**src/rtl/dccm_port_arbiter_pkg.sv**
```systemverilog
// Shared owner type and default sizing for the DCCM port arbiter.
// No logic; types and constants only.
// Not applicable: no flow control lives here.
package dccm_port_arbiter_pkg;

   // Which requester a DCCM read belongs to, kept in issue order.
   typedef enum logic {
      OWN_LSU = 1'b0,
      OWN_DMA = 1'b1
   } dccm_owner_e;

   localparam int DCCM_XLEN       = 32;
   localparam int DCCM_STARVE_MAX = 4;
   localparam int DCCM_RQ_DEPTH   = 2;

   // Pointer width that stays legal for a single-entry queue.
   function automatic int ptr_width(input int depth);
      return (depth > 1) ? $clog2(depth) : 1;
   endfunction

endpackage

```
**src/rtl/dccm_owner_fifo.sv**
```systemverilog
// In-order 1-bit owner queue: records who issued each outstanding DCCM read.
// Head valid combinationally; push/pop take effect on the clock edge.
// Push while full and pop while empty are ignored; a pop does not free a slot for a same-cycle push.
module dccm_owner_fifo
   import dccm_port_arbiter_pkg::*;
#(
   parameter int DEPTH = DCCM_RQ_DEPTH
) (
   input  logic clk,
   input  logic rst,
   input  logic push,
   input  logic push_own,
   input  logic pop,
   output logic head,
   output logic full,
   output logic empty
);

   localparam int AW = ptr_width(DEPTH);
   localparam int CW = $clog2(DEPTH + 1);

   logic          mem [DEPTH];
   logic [AW-1:0] wr_ptr;
   logic [AW-1:0] rd_ptr;
   logic [CW-1:0] count;
   logic          do_push;
   logic          do_pop;

   function automatic logic [AW-1:0] ptr_inc(input logic [AW-1:0] p);
      return (p == AW'(DEPTH - 1)) ? '0 : p + 1'b1;
   endfunction

   assign full    = (count == CW'(DEPTH));
   assign empty   = (count == '0);
   assign head    = mem[rd_ptr];
   assign do_push = push & ~full;
   assign do_pop  = pop & ~empty;

   // Storage needs no reset: entries are only read once the count says they exist.
   always_ff @(posedge clk) begin
      if (do_push) begin
         mem[wr_ptr] <= push_own;
      end
   end

   // Pointers and occupancy; reset flushes everything outstanding.
   always_ff @(posedge clk) begin
      if (rst) begin
         wr_ptr <= '0;
         rd_ptr <= '0;
         count  <= '0;
      end else begin
         if (do_push) wr_ptr <= ptr_inc(wr_ptr);
         if (do_pop)  rd_ptr <= ptr_inc(rd_ptr);
         case ({do_push, do_pop})
            2'b10:   count <= count + 1'b1;
            2'b01:   count <= count - 1'b1;
            default: count <= count;
         endcase
      end
   end

endmodule

```
**src/rtl/dccm_port_arbiter.sv**
```systemverilog
// Shares the DCCM read and write ports between LSU and DMA; LSU priority with a DMA starvation override.
// Requests and returns are combinational (zero added latency); arbitration state updates on clk.
// Losers are held off via lsu_stall / deasserted dma_gnt; reads also stall when the owner queue is full.
module dccm_port_arbiter
   import dccm_port_arbiter_pkg::*;
#(
   parameter int XLEN       = DCCM_XLEN,
   parameter int STARVE_MAX = DCCM_STARVE_MAX,
   parameter int RQ_DEPTH   = DCCM_RQ_DEPTH
) (
   input  logic            clk,
   input  logic            rst,
   input  logic [XLEN-1:0] lsu_raddr,
   input  logic            lsu_rvalid_in,
   output logic [XLEN-1:0] lsu_rdata,
   output logic            lsu_rvalid_out,
   input  logic [XLEN-1:0] lsu_waddr,
   input  logic [XLEN-1:0] lsu_wdata,
   input  logic            lsu_wen,
   output logic            lsu_stall,
   input  logic            dma_req,
   input  logic            dma_we,
   input  logic [XLEN-1:0] dma_addr,
   input  logic [XLEN-1:0] dma_wdata,
   output logic            dma_gnt,
   output logic [XLEN-1:0] dma_rdata,
   output logic            dma_rvalid,
   output logic [XLEN-1:0] dccm_raddr,
   output logic            dccm_rvalid_in,
   input  logic [XLEN-1:0] dccm_rdata,
   input  logic            dccm_rvalid_out,
   output logic [XLEN-1:0] dccm_waddr,
   output logic [XLEN-1:0] dccm_wdata,
   output logic            dccm_wen,
   output logic            rd_err
);

   localparam int SW = $clog2(STARVE_MAX + 1);

   logic [SW-1:0] starve_cnt;
   logic          dma_force;
   logic          dma_rd;
   logic          dma_wr;
   logic          lsu_rd_gnt;
   logic          dma_rd_gnt;
   logic          lsu_wr_gnt;
   logic          dma_wr_gnt;
   logic          q_full;
   logic          q_empty;
   logic          q_head;
   dccm_owner_e   push_own;
   dccm_owner_e   head_own;
   logic          ret_ok;

   assign dma_rd    = dma_req & ~dma_we;
   assign dma_wr    = dma_req &  dma_we;
   assign dma_force = (starve_cnt == SW'(STARVE_MAX));

   // Per-port grants: LSU wins a conflict unless DMA has starved long enough; reads need a queue slot.
   always_comb begin
      lsu_rd_gnt = lsu_rvalid_in & ~q_full & ~(dma_rd & dma_force);
      dma_rd_gnt = dma_rd & ~q_full & (~lsu_rvalid_in | dma_force);
      lsu_wr_gnt = lsu_wen & ~(dma_wr & dma_force);
      dma_wr_gnt = dma_wr & (~lsu_wen | dma_force);
   end

   assign dma_gnt   = dma_rd_gnt | dma_wr_gnt;
   assign lsu_stall = (lsu_rvalid_in & ~lsu_rd_gnt) | (lsu_wen & ~lsu_wr_gnt);

   // Steer the winner onto each DCCM port; an idle port drives zeros.
   always_comb begin
      dccm_raddr     = '0;
      dccm_rvalid_in = lsu_rd_gnt | dma_rd_gnt;
      dccm_waddr     = '0;
      dccm_wdata     = '0;
      dccm_wen       = lsu_wr_gnt | dma_wr_gnt;
      if (lsu_rd_gnt)      dccm_raddr = lsu_raddr;
      else if (dma_rd_gnt) dccm_raddr = dma_addr;
      if (lsu_wr_gnt) begin
         dccm_waddr = lsu_waddr;
         dccm_wdata = lsu_wdata;
      end else if (dma_wr_gnt) begin
         dccm_waddr = dma_addr;
         dccm_wdata = dma_wdata;
      end
   end

   assign push_own = dma_rd_gnt ? OWN_DMA : OWN_LSU;

   dccm_owner_fifo #(
      .DEPTH (RQ_DEPTH)
   ) u_owner_fifo (
      .clk      (clk),
      .rst      (rst),
      .push     (dccm_rvalid_in),
      .push_own (logic'(push_own)),
      .pop      (dccm_rvalid_out),
      .head     (q_head),
      .full     (q_full),
      .empty    (q_empty)
   );

   assign head_own = dccm_owner_e'(q_head);
   assign ret_ok   = dccm_rvalid_out & ~q_empty;

   // Route each return to whoever issued the oldest outstanding read; orphan returns are dropped.
   always_comb begin
      lsu_rvalid_out = 1'b0;
      lsu_rdata      = '0;
      dma_rvalid     = 1'b0;
      dma_rdata      = '0;
      if (ret_ok) begin
         if (head_own == OWN_LSU) begin
            lsu_rvalid_out = 1'b1;
            lsu_rdata      = dccm_rdata;
         end else begin
            dma_rvalid = 1'b1;
            dma_rdata  = dccm_rdata;
         end
      end
   end

   // Count consecutive cycles a requesting DMA was turned away, saturating at the override level.
   always_ff @(posedge clk) begin
      if (rst || !dma_req || dma_gnt) begin
         starve_cnt <= '0;
      end else if (!dma_force) begin
         starve_cnt <= starve_cnt + 1'b1;
      end
   end

   // Sticky flag for a return with nothing outstanding (e.g. after a mid-flight reset).
   always_ff @(posedge clk) begin
      if (rst) begin
         rd_err <= 1'b0;
      end else if (dccm_rvalid_out && q_empty) begin
         rd_err <= 1'b1;
      end
   end

endmodule
```
**config.mk**
```make
export PLATFORM = sky130hd
export DESIGN_NAME = dccm_port_arbiter
export DESIGN_NICKNAME = d
export VERILOG_FILES = /design/src/rtl/dccm_port_arbiter_pkg.sv /design/src/rtl/dccm_owner_fifo.sv /design/src/rtl/dccm_port_arbiter.sv
export SDC_FILE = /design/constraint.sdc
export NUM_CORES = 1
export LEC_CHECK = 0
export BUFFER_PORTS_ARGS = -buffer_cell sky130_fd_sc_hd__buf_2
export CAP_MARGIN = 20
export CORE_AREA = 5 5 138 140
export DETAILED_ROUTE_END_ITERATION = 10
export DIE_AREA = 0 0 143 145
export PLACE_DENSITY = 0.5
export REMOVE_ABC_BUFFERS = 1
export SLEW_MARGIN = 20
export SYNTH_ARGS = -nofsm -noshare
export SYNTH_HDL_FRONTEND = slang
export SYNTH_SLANG_ARGS = --single-unit
```
**constraint.sdc**
```tcl
create_clock -name clk -period 2.1 [get_ports clk]
set_clock_uncertainty 0.1 [all_clocks]
set_input_delay 0.105 -clock clk [delete_from_list [all_inputs] [get_ports clk]]
set_output_delay 0.105 -clock clk [all_outputs]
set_load 0.01 [all_outputs]
```
==> impl_results.md <==
- WS Path Type: flip-flop to primary output
- Reg-to-reg endpoint: u_owner_fifo.count[1]$_SDFFE_PP0P_
- DP HPWL: 13600 µm
- Die Area: 20700 µm²
- CTS H-Tree Depth: 1
- Initial Util: 12.4%
- Post-Route WL: 17500 µm
- Synth cell count leaders: a22o_1 (65), and2_1 (64), nor2_1 (40), a22oi_1 (32), buf_6 (15)
- Hold crit path type: input port to flip-flop
- Min-Delay Path Depth: 3
- Worst reg-to-reg setup slack: around 0.28 ns
- Tcrit/Tclk final: 96.5%
- Seq/Total Area, Yosys: ~11%
- Synthesized flop and latch total: 11
- Worst-Margin Slew: around 0.3 ns
- Final nets: between 800 and 900
- Critical Path Sink Type: primary output
- Pre-Repair DR Iteration Count: 4
- Crit Path Max Fanout: 16
- Core Util, Final: 25.4%
- Global Route Usage Sum: 13.9%
- Gate Count Post-Synth: 294
- Die height: 145 µm
- Worst R2R Path Depth: 6
- Routability congestion estimate: 0.819
- Clock slew at reported path FFs: 0.04 ns
- Syn_area_per_cell: around 7.5 µm²
- Layout cells sized above 1: roughly 62%
- Total number of vias: roughly 3800
- Post-route total power: 2.30 mW
- Drt wl/cell: 19.9 µm
- Synth unique cells: 34
- Hold_sp: dccm_rvalid_out
- Vias/cell: between 4 and 5
- Placed cell count: between 800 and 900
- Pwr dens: 511 nW/µm²
- Critical Path RT: approximately 1.9 ns
- Starting DRT DRC Count: 186
- TritonCTS buffer count: 3
- Final setup viols: 0
- VDD IR max: between 200 and 300 µV
- Post-synthesis async set-or-reset flop share: 0%
- Final instance area: 4490 µm²
- Largest area contributor in the netlist: a22o_1
- Crit path DAT: 1.82 ns
- Cell area after synthesis: around 2200 µm²
- Final ANT Viol Nets: 0
- IO Count: around 370
- Largest net degree at the start of global routing: 66
- Post-Layout Cell Count: 880
- Leakage: between 2 and 3 nW
- Chip width: 143 µm
- Clock sink count: 11
- Status: completed
- Vias in the first global route: approximately 3600
- Cell with the most instances after synthesis: a22o_1
- CTS tree: yes
- Synth top area share: 26.0%
- Deepest clock path buffer count: 2
- CP startpoint kind: flip-flop
- Number of flops mapped to enable cells by yosys: 2
- Max_cap viols: 0
- Final hold violation count: 0
- CTS root buffer: clkbuf_16
- Initial antenna violation count: 3
- Residual DRC count: 0
- Synth Flop Type: dfxtp_1
- Core footprint: ~18000 µm²
- Critical path cell sequence: inv_2 > ha_4 > nand2_4 > a21oi_4 > buf_12 > clkbuf_16 > a22o_1 > buf_2
- Fill count: 1969
- Highest routed layer: met4
- Worst skew pair latency: 0.24 ns
- Top post-synthesis cells by area: a22o_1 (26%), and2_1 (18%), a22oi_1 (11%), dfxtp_1 (8.2%), buf_6 (7.7%)
- GRT Residual Overflow: 0
- Met3 WL: 1960 µm
- Met2 Wirelength: about 8600 µm
- IO buf count: 365
- Start of the worst register-to-register path: u_owner_fifo.count[0]$_SDFFE_PP0P_
- Slowest-stage cell, CP: dfxtp_1
- Area grow syn2layout: 105%
- Placed Area: 4200 µm²
- Rows: 49
- Critical Path Max Stage Delay: 0.36 ns
- Tmin final: 2.03 ns
- Synth Warn #: 0
- Hold worst-path end: rd_err$_SDFFE_PP0P_
- F_max: 494 MHz
- Metal-1 WL: 6670 µm
- First-pass GRT wire length: 22200 µm
- Max_slew headroom: between 80% and 90%
- Final Max Slew Viols: 0
## routing by layer
metal  track usage [%]  vias to the layer above
met5                 0                        -
met4              2.57                        0
met3              3.13                       19
met2              25.2                      281
met1              16.7                     1724
li1                  -                     1800
## critical path, delay by kind of cell (launching register included)
kind	cells	cell delay (ns)
buf+inv	4	0.52
fa+ha+maj	1	0.18
flops	1	0.36
compound gates	2	0.34
simple gates	1	0.16
## report_power, final
group	internal (mW)	total, mW	switching, mW
Clock	0.256	0.355	0.0994
Sequential	0.272	0.308	0.0360
Combinational	0.743	1.63	0.890
Total	1.27	2.30	1.03
## cell families (layout without fill, tap and decap cells)
group	after synthesis	in the layout	synth area share, %
mux	1	1	0.457
compound gates	115	115	42.5
flops	11	11	11.0
simple gates	122	122	30.2
fa+ha+maj	3	3	1.71
other cells	0	2	0
xor+xnor	4	4	1.60
buf+inv	38	393	12.6
## layout by cell type (no fill, tap or decap), types with 2 or more instances in the layout
cell type	count
buf_2	365
a22o_1	65
and2_1	64
nor2_1	40
a22oi_1	25
dfxtp_1	9
a22oi_2	7
inv_1	6
clkbuf_16	6
a21oi_1	5
buf_12	5
buf_4	5
nand2b_1	3
nand2_1	3
o21ai_0	3
diode_2	2
o21ai_2	2
nor2b_4	2
a21oi_4	2
xor2_1	2
xnor2_1	2
nand4_1	2
o211ai_1	2
ha_1	2
buf_8	2
buf_6	2
edfxtp_1	2
## sequential cells by signal, indices dropped and copies added, names as in the netlist, named ones only
register,flops
u_owner_fifo.mem,2
rd_err,1
starve_cnt,3
u_owner_fifo.count,2
u_owner_fifo.wr_ptr,1
u_owner_fifo.rd_ptr,1
## worst max-delay path by stage
stage / from / to / depth (start not counted)
final: starve_cnt[0]$_SDFFE_PP0P_ / dccm_waddr[7] / 8
after global routing: starve_cnt[0]$_SDFFE_PP0P_ / dccm_waddr[7] / 9
after CTS: starve_cnt[0]$_SDFFE_PP0P_ / dccm_wdata[16] / 8
after detailed placement: starve_cnt[0]$_SDFFE_PP0P_ / dccm_raddr[13] / 8
after global placement: starve_cnt[0]$_SDFFE_PP0P_ / dccm_raddr[13] / 8
after floorplan: starve_cnt[0]$_SDFFE_PP0P_ / dccm_waddr[0] / 6
## stage by stage
stage          setup WS, ns  hold WS, ns  setup TNS, ns
2_1_floorplan         -1.43       0.0741         -92.18
3_3_place_gp          0.163        0.264              0
3_5_place_dp         0.0945        0.276              0
4_1_cts            0.000778       0.0261              0
5_1_grt             -0.0122       0.0549        -0.0265
6_report             0.0745       0.0279              0
## area by class of cell
class | count | area [µm²] | share of cell area [%]
diodes | 2 | 5.00 | 0.111
clock buffers | 4 | 78.8 | 1.75
inverters | 7 | 26.3 | 0.585
multi-input cells | 245 | 1760 | 39.3
flip-flops and latches | 11 | 240 | 5.35
well taps | 229 | 287 | 6.38
repair buffers | 382 | 2090 | 46.6
## what timing repair did
item                       CTS  global route
hold buffers                 0             0
pin swaps                    1             2
setup buffers                0             2
gates resized for setup      4            12
setup endpoints to repair   95            92
cloned                       0             5
(Power assumes the default switching activity.)
